[config.mk]
export PLATFORM = sky130hd
export DESIGN_NAME = afe_spi_shifter
export DESIGN_NICKNAME = d
export VERILOG_FILES = /design/src/rtl/afe_spi_shifter.sv
export SDC_FILE = /design/constraint.sdc
export NUM_CORES = 1
export LEC_CHECK = 0
export CORE_UTILIZATION = 54
export CTS_CLUSTER_SIZE = 10
export DETAILED_ROUTE_END_ITERATION = 10
export DONT_BUFFER_PORTS = 1
export PLACE_DENSITY = 0.69
export SYNTH_ARGS = -nofsm -noshare
export SYNTH_HDL_FRONTEND = slang
export SYNTH_SLANG_ARGS = --single-unit
[constraint.sdc]
create_clock -name sysClk -period 2.55 [get_ports sysClk]
set_clock_uncertainty 0.2 [all_clocks]
set_input_delay 0.51 -clock sysClk [delete_from_list [all_inputs] [get_ports sysClk]]
set_output_delay 0.51 -clock sysClk [all_outputs]
set_load 0.01 [all_outputs]
[src/rtl/afe_spi_shifter.sv]
// AFE attenuator/switch SPI loader: shifts one word MSB first to the
// selected AFE bus, then pulses that bus's latch enable.
module afe_spi_shifter #(
    parameter int CLK_RATE      = 99999001,
    parameter int SPI_RATE      = 5000000,
    parameter int DATA_WIDTH    = 16,
    parameter int CHANNEL_COUNT = 2,
    parameter int CH_SEL_WIDTH  =
        (CHANNEL_COUNT > 1) ? $clog2(CHANNEL_COUNT) : 1
) (
    input  logic                     sysClk,
    input  logic                     sysReset,
    input  logic                     cmdValid,
    output logic                     cmdReady,
    input  logic [CH_SEL_WIDTH-1:0]  cmdChannel,
    input  logic [DATA_WIDTH-1:0]    cmdData,
    output logic                     busy,
    output logic                     errorStrobe,
    output logic [15:0]              doneCount,
    output logic [CHANNEL_COUNT-1:0] AFE_SPI_CLK,
    output logic [CHANNEL_COUNT-1:0] AFE_SPI_SDI,
    output logic [CHANNEL_COUNT-1:0] AFE_SPI_LE
);

    localparam int HALF_PERIOD =
        (CLK_RATE + 2 * SPI_RATE - 1) / (2 * SPI_RATE);
    localparam int CNT_W =
        (HALF_PERIOD > 1) ? $clog2(HALF_PERIOD + 1) : 1;
    localparam int BIT_W =
        (DATA_WIDTH > 1) ? $clog2(DATA_WIDTH) : 1;
    localparam logic [CNT_W-1:0] HP_LAST = CNT_W'(HALF_PERIOD - 1);
    localparam logic [BIT_W-1:0] BIT_LAST = BIT_W'(DATA_WIDTH - 1);

    typedef enum logic [2:0] {
        IDLE,
        SETUP,
        HIGH,
        LOW,
        LATCH,
        GAP
    } state_t;

    state_t                   state;
    logic [CNT_W-1:0]         hp_cnt;
    logic [BIT_W-1:0]         bit_cnt;
    logic [DATA_WIDTH-1:0]    data_r;
    logic [CHANNEL_COUNT-1:0] ch_mask;
    logic [CHANNEL_COUNT-1:0] spi_clk;
    logic [CHANNEL_COUNT-1:0] spi_sdi;
    logic [CHANNEL_COUNT-1:0] spi_le;
    logic                     ready_r;
    logic                     busy_r;
    logic                     err_r;
    logic [15:0]              done_cnt;

    logic [CHANNEL_COUNT-1:0] sel_mask;
    logic                     sel_ok;
    logic                     accept;

    // An out-of-range channel decodes to an empty mask, so the
    // transfer still runs its full length with every pin held at 0.
    always_comb begin
        sel_mask = '0;
        sel_ok   = 1'b0;
        for (int i = 0; i < CHANNEL_COUNT; i++) begin
            if (cmdChannel == CH_SEL_WIDTH'(i)) begin
                sel_mask[i] = 1'b1;
                sel_ok      = 1'b1;
            end
        end
    end

    assign accept = cmdValid && ready_r;

    always_ff @(posedge sysClk or posedge sysReset) begin
        if (sysReset) begin
            state    <= IDLE;
            hp_cnt   <= '0;
            bit_cnt  <= '0;
            data_r   <= '0;
            ch_mask  <= '0;
            spi_clk  <= '0;
            spi_sdi  <= '0;
            spi_le   <= '0;
            ready_r  <= 1'b1;
            busy_r   <= 1'b0;
            err_r    <= 1'b0;
            done_cnt <= '0;
        end else begin
            err_r <= 1'b0;
            if (state == IDLE) begin
                if (accept) begin
                    data_r  <= cmdData;
                    ch_mask <= sel_mask;
                    err_r   <= ~sel_ok;
                    ready_r <= 1'b0;
                    busy_r  <= 1'b1;
                    hp_cnt  <= HP_LAST;
                    bit_cnt <= BIT_LAST;
                    spi_sdi <= sel_mask &
                        {CHANNEL_COUNT{cmdData[DATA_WIDTH-1]}};
                    state   <= SETUP;
                end
            end else if (hp_cnt != '0) begin
                hp_cnt <= hp_cnt - 1'b1;
            end else begin
                hp_cnt <= HP_LAST;
                unique case (state)
                    SETUP: begin
                        spi_clk <= ch_mask;
                        state   <= HIGH;
                    end
                    HIGH: begin
                        spi_clk <= '0;
                        if (bit_cnt == '0) begin
                            spi_sdi <= '0;
                        end else begin
                            spi_sdi <= ch_mask &
                                {CHANNEL_COUNT{data_r[bit_cnt - 1'b1]}};
                        end
                        state <= LOW;
                    end
                    LOW: begin
                        if (bit_cnt == '0) begin
                            spi_le <= ch_mask;
                            state  <= LATCH;
                        end else begin
                            bit_cnt <= bit_cnt - 1'b1;
                            spi_clk <= ch_mask;
                            state   <= HIGH;
                        end
                    end
                    LATCH: begin
                        spi_le <= '0;
                        state  <= GAP;
                    end
                    GAP: begin
                        ready_r  <= 1'b1;
                        busy_r   <= 1'b0;
                        done_cnt <= done_cnt + 16'd1;
                        state    <= IDLE;
                    end
                    default: begin
                        state <= IDLE;
                    end
                endcase
            end
        end
    end

    assign cmdReady    = ready_r;
    assign busy        = busy_r;
    assign errorStrobe = err_r;
    assign doneCount   = done_cnt;
    assign AFE_SPI_CLK = spi_clk;
    assign AFE_SPI_SDI = spi_sdi;
    assign AFE_SPI_LE  = spi_le;

endmodule

# Word level (Yosys, flattened, before mapping)
# Index checks and enable logic that the tools add are counted.
[classes] n_eq_ne=10 n_lt_le_gt_ge=1 n_bitwise=4 addsub=3 reduce_logical=17 mux=34
[op_table] operator="4-bit two-way mux" count=8
[op_table] operator="16-bit by 1-bit adder with 16-bit output (second input constant)" count=1
[op_table] operator="2-bit two-way mux" count=7
[op_table] operator="3-bit two-way mux" count=4
[op_table] operator="3-bit case mux with 4 select lines" count=1
[op_table] operator="4-bit AND reduction" count=3
[op_table] operator="1-bit two-way mux" count=11
[op_table] operator="2-bit != test (second input constant)" count=5
[op_table] operator="3-bit AND reduction" count=3
[op_table] operator="2-bit nonzero test" count=4
[op_table] operator="4-bit by 1-bit subtractor with 4-bit output (second input constant)" count=2
[op_table] operator="3-bit by 2-bit equality test with 1-bit output (second input constant)" count=2
[op_table] operator="3-bit equality test (second input constant)" count=2
[op_table] operator="2-bit case mux with 3 select lines" count=1
[op_table] operator="4-bit by 5-bit less-than comparator with 1-bit output (second input constant)" count=1
[op_table] operator="2-bit bitwise AND" count=2
[op_table] operator="1-bit binary-select mux with 4-bit select" count=1
[op_table] operator="4-bit zero test" count=1
[op_table] operator="2-bit case mux with 2 select lines" count=1
[op_table] operator="2-bit AND reduction" count=2
[op_table] operator="4-bit nonzero test" count=1
[op_table] operator="3-bit by 1-bit equality test with 1-bit output (second input constant)" count=1
[op_table] operator="3-bit zero test" count=1
[op_table] operator="3-bit nonzero test" count=1
[op_table] operator="2 further kinds" count=3
[word_totals] regBits=53 inputBits=20

# Depth between registers and ports, before layout
[logic_depth] word_depth=8 depth_mapped=9

# Least setup slack after synthesis
# Ideal clock, no wire load.
[synth_timing] path_type="register to register" from="reg bit_cnt[0]" to="reg bit_cnt[2]" period_less_slack_ns=2.232 path_stages_with_launch=9 slack_ns=0.318 arrival_time_ns=1.900 setup_time_ns=0.132 cell_sequence="dfrtp_1 -> clkbuf_1 -> inv_1 -> ha_1 -> or3b_2 -> a41oi_1 -> nor3_1 -> a21oi_1 -> a31oi_1"
[synth_via] elab_chain_cells=5 elab_cells_between_ends=8 cone_classes="add/sub: 1; eq/ne: 1; mux: 4; reduce/logical: 2"
[synth_lines] element="start: declaration" line="45" rtl="logic [BIT_W-1:0] bit_cnt;"
[synth_lines] element="start signal: assignment" line="128" rtl="bit_cnt <= bit_cnt - 1'b1;"
[synth_lines] element="4-bit by 1-bit subtractor with 4-bit output" line="128"
[synth_lines] element="4-bit two-way mux" line="124" rtl="if (bit_cnt == '0) begin"
[synth_lines] element="4-bit two-way mux" line="108" rtl="unique case (state)"
[synth_lines] element="4-bit two-way mux" line="104" rtl="end else if (hp_cnt != '0) begin"
[synth_lines] element="4-bit two-way mux" line="91" rtl="if (state == IDLE) begin"
# Parallel ways exist; a longest one is shown, timed or not. The select of a mux whose other input is x is not followed.
# A chain may end at the register's enable or synchronous reset.

# Worst setup path in the final report
[layout_timing] from="reg hp_cnt[0]" to="reg spi_sdi[1], in the netlist AFE_SPI_SDI[1]"
[layout_via] elab_chain_cells=3
[layout_lines] element="start: declaration" line="44" rtl="logic [CNT_W-1:0] hp_cnt;"
[layout_lines] element="start signal: assignment" line="105" rtl="hp_cnt <= hp_cnt - 1'b1;"
[layout_lines] element="4-bit nonzero test" line="104"
[layout_lines] element="2-bit != test (no line)"
[layout_lines] element="3-bit AND reduction (no line)"
[layout_lines] element="end signal: assignment" line="100" rtl="spi_sdi <= sel_mask &"
[layout_lines] element="end signal: assignment" line="118" rtl="spi_sdi <= ch_mask &"
[layout_lines] element="end: declaration" line="49" rtl="logic [CHANNEL_COUNT-1:0] spi_sdi;"
# Every way passes these cells.

==> flow_summary.ini <==
[run_status]
outcome = completed

[synth]
synthXorXnorAreaFrac = 0.0609
synth_top_family_by_area = simple AND/OR/NAND/NOR gates
async_reset_ff_frac = 1.00
synth_area_per_cell_um2 = 11.2
syn_nets = 256
syn_inst = 232
ys_warn_count = 0
yosysUniqueCellTypes = 47
synth_fa_ha_area_frac = 0.0232
ys_seq_area_frac = 0.513
syn_area_um2 = 2590
synth_compound_area_frac = 0.0919
synthMuxAreaShare = 0.110
ys_ff_latch = 53
synth-simple-area-share = 0.163
synth_edf_count = 0
synthFlopType = dfrtp_1

[route]
totalWireLength_um = 4800
drt_iter0_drc = 105
drc_errors = 0
dr.pass1.iters = 4
final_antenna_net_count = 0
viasPerCell = 5.99
num_vias = 1713
wl_per_cell_um = 16.8

[worst_setup_path]
r2r_cells = 7
worstReg2RegEnd = AFE_SPI_SDI[1]$_DFFE_PP0P_
crit_fanout = 12
path_class = flip-flop to flip-flop
path_depth = 7
worst_ep_required_time_ps = 2520
slowest_delay_ps = 470
endpoint_kind = flip-flop
crit_arrival_ps = 2310
worstPathCellList = inv_1 -> ha_1 -> or3b_4 -> mux2_2 -> nor3_2 -> mux2i_1 -> o21ai_0
cpMaxStageDelayCell = or3b_4
critical-path-top-delay-family = simple AND/OR/NAND/NOR gates
regToRegSetupSlack_ps = 210
path_buf_inv = 1
r2r-start = hp_cnt[0]$_DFFE_PP0P_
startpoint_type = flip-flop

[place]
gp_routability_congestion = 0.812
port_buffers = 0
dpl_worst_slack_ps = 220
hpwl_um = 3550
dp.cells = 279

[die]
die_h_um = 71.2
die_w_um = 71.2
die-area_um2 = 5070
rows = 24
start_util = 0.578
pin_count = 45
core_um2 = 4470

[power]
sw_frac_of_total = 0.198
leakage_nw = 1.24
seqPwrFrac = 0.636
switchingPower_w = 0.000261
clkPwrFrac = 0.348
intPower_w = 0.00106
p_comb_frac = 0.016
power.density_nw_per_um2 = 482
ir_worst_vdd_mv = 0.355

[timing]
finalCritPeriodShare = 0.919
slew_headroom = 0.392
finalSetupViolations = 0
worst_slew_pin_slew_ps = 910
timing.fmax_mhz = 427
worst_slack_ps = 206
rsz0062_at_grt = false
setup-tns-final_ps = 0
slew_viol_final = 0
hold_viol = 0
hold_ws_ps = 90.3
period_needed_ps = 2340

[cts]
cts-root-buf = clkbuf_8
cts.sinks = 53
clk_pin_slew_worst_paths_ps = 90
numCtsBuffers = 5
cts_hold_buffers = 0
cts_buffer_depth = 2
htree_levels = 2
cts_tree = built
post_cts_resized = 0
clock_latency_ps = 290
postCtsSetupBuffers = 0

[grt]
grt_pass1_wl_um = 8380
antenna_found_initial = 0
grt_pass1_vias = 1802
grt_usage = 0.212
grt_overflow = 0
grt_max_degree = 46

[layout]
area.growth.synth_to_final_pct = 5.90
fin_cells = 286
drive_gt1_frac = 0.184
n_antenna_cell = 0
mostFrequentLayoutCell = dfrtp_1
fin_nets = 258
final_cell_mix = dfrtp_1, mux2_2, nand2_1

[worst_hold_path]
hold_path_class = input pin to async pin

[job]
cap_viol_max_count = 0
## cells by family after synthesis
kind of cell	count (synthesis)
adders and majority gates	5
AOI/OAI and AO/OA	36
and+or+nand+nor	73
DFF	53
xor gates and xnor gates	18
other	1
muxes	26
buffers and inverters	20
## routing by layer
| metal | share of wire | global-route usage | vias to the layer above |
|---|---|---|---|
| met3 | 0.041 | 0.0464 | 7 |
| met2 | 0.48 | 0.342 | 34 |
| met4 | 0.015 | 0.0800 | 0 |
| met5 | 0 | 0 | - |
| li1 | - | - | 817 |
| met1 | 0.46 | 0.284 | 855 |
## worst max path at each step
| stage | startpoint | to | slack [ps] |
|---|---|---|---|
| final | hp_cnt[0]$_DFFE_PP0P_ | AFE_SPI_SDI[1]$_DFFE_PP0P_ | 210 |
| after global routing | hp_cnt[0]$_DFFE_PP0P_ | AFE_SPI_SDI[1]$_DFFE_PP0P_ | 60 |
| after CTS | hp_cnt[0]$_DFFE_PP0P_ | AFE_SPI_SDI[1]$_DFFE_PP0P_ | 200 |
| after detailed placement | hp_cnt[0]$_DFFE_PP0P_ | AFE_SPI_SDI[1]$_DFFE_PP0P_ | 220 |
| after global placement | hp_cnt[0]$_DFFE_PP0P_ | doneCount[4]$_DFFE_PP0P_ | 290 |
| after floorplan | bit_cnt[0]$_DFFE_PP0P_ | bit_cnt[2]$_DFFE_PP0P_ | 320 |
## flip-flops by register name, indices dropped and copies added (netlist names)
register,flops
AFE_SPI_CLK,2
AFE_SPI_LE,2
AFE_SPI_SDI,2
bit_cnt,4
busy,1
ch_mask,2
cmdReady,1
data_r,16
doneCount,16
hp_cnt,4
state,3
## synthesized netlist by cell type (2+ instances only)
| library cell | count | area (um2) |
|---|---|---|
| o31ai_1 | 3 | 22.5 |
| buf_4 | 3 | 22.5 |
| a21o_1 | 2 | 15.0 |
| mux2_2 | 19 | 214 |
| buf_2 | 6 | 30.0 |
| a2111oi_0 | 4 | 35.0 |
| a21oi_1 | 3 | 15.0 |
| nor2b_1 | 4 | 25.0 |
| xnor2_1 | 15 | 131 |
| clkbuf_1 | 3 | 11.3 |
| nand2_1 | 17 | 63.8 |
| xor2_1 | 3 | 26.3 |
| a31oi_1 | 6 | 37.5 |
| nand2b_1 | 2 | 12.5 |
| inv_1 | 8 | 30.0 |
| nand3_1 | 8 | 40.0 |
| a22oi_1 | 3 | 22.5 |
| and4_1 | 3 | 26.3 |
| nor2_1 | 14 | 52.6 |
| nor3_1 | 3 | 15.0 |
| ha_1 | 4 | 50.1 |
| o21ai_0 | 11 | 55.1 |
| nand4_1 | 4 | 25.0 |
| dfrtp_1 | 52 | 1300 |
| and2_1 | 4 | 25.0 |
| mux2i_1 | 7 | 70.1 |
## cell type report
type	count	area (um2)
clock buffer	7	86.3
fill	385	1730
inverter	8	30.0
multi-input combinational	159	1170
sequential	53	1330
tap	52	65.1
timing repair buffer	7	65.1
## power by group through the flow
stage	clock [W]	sequential (W)	combinational [W]
floorplan	0	0.000856	0.0000156
global placement	0	0.000856	0.0000209
detailed placement	0	0.000856	0.0000220
CTS	0.000476	0.000840	0.0000222
global route	0.000508	0.000840	0.0000252
finish	0.000459	0.000840	0.0000206
## stage by stage
| stage | cell area [um2] | utilization | total power, W |
|---|---|---|---|
| 3_5_place_dp | 2650 | 0.593 | 0.000878 |
| 2_1_floorplan | 2590 | - | 0.000872 |
| 3_3_place_gp | 2650 | 0.593 | 0.000877 |
| 6_report | 2740 | 0.612 | 0.00132 |
| 5_1_grt | 2740 | 0.612 | 0.00137 |
| 4_1_cts | 2740 | 0.612 | 0.00134 |
No activity file was read; power rests on OpenSTA's default activity.
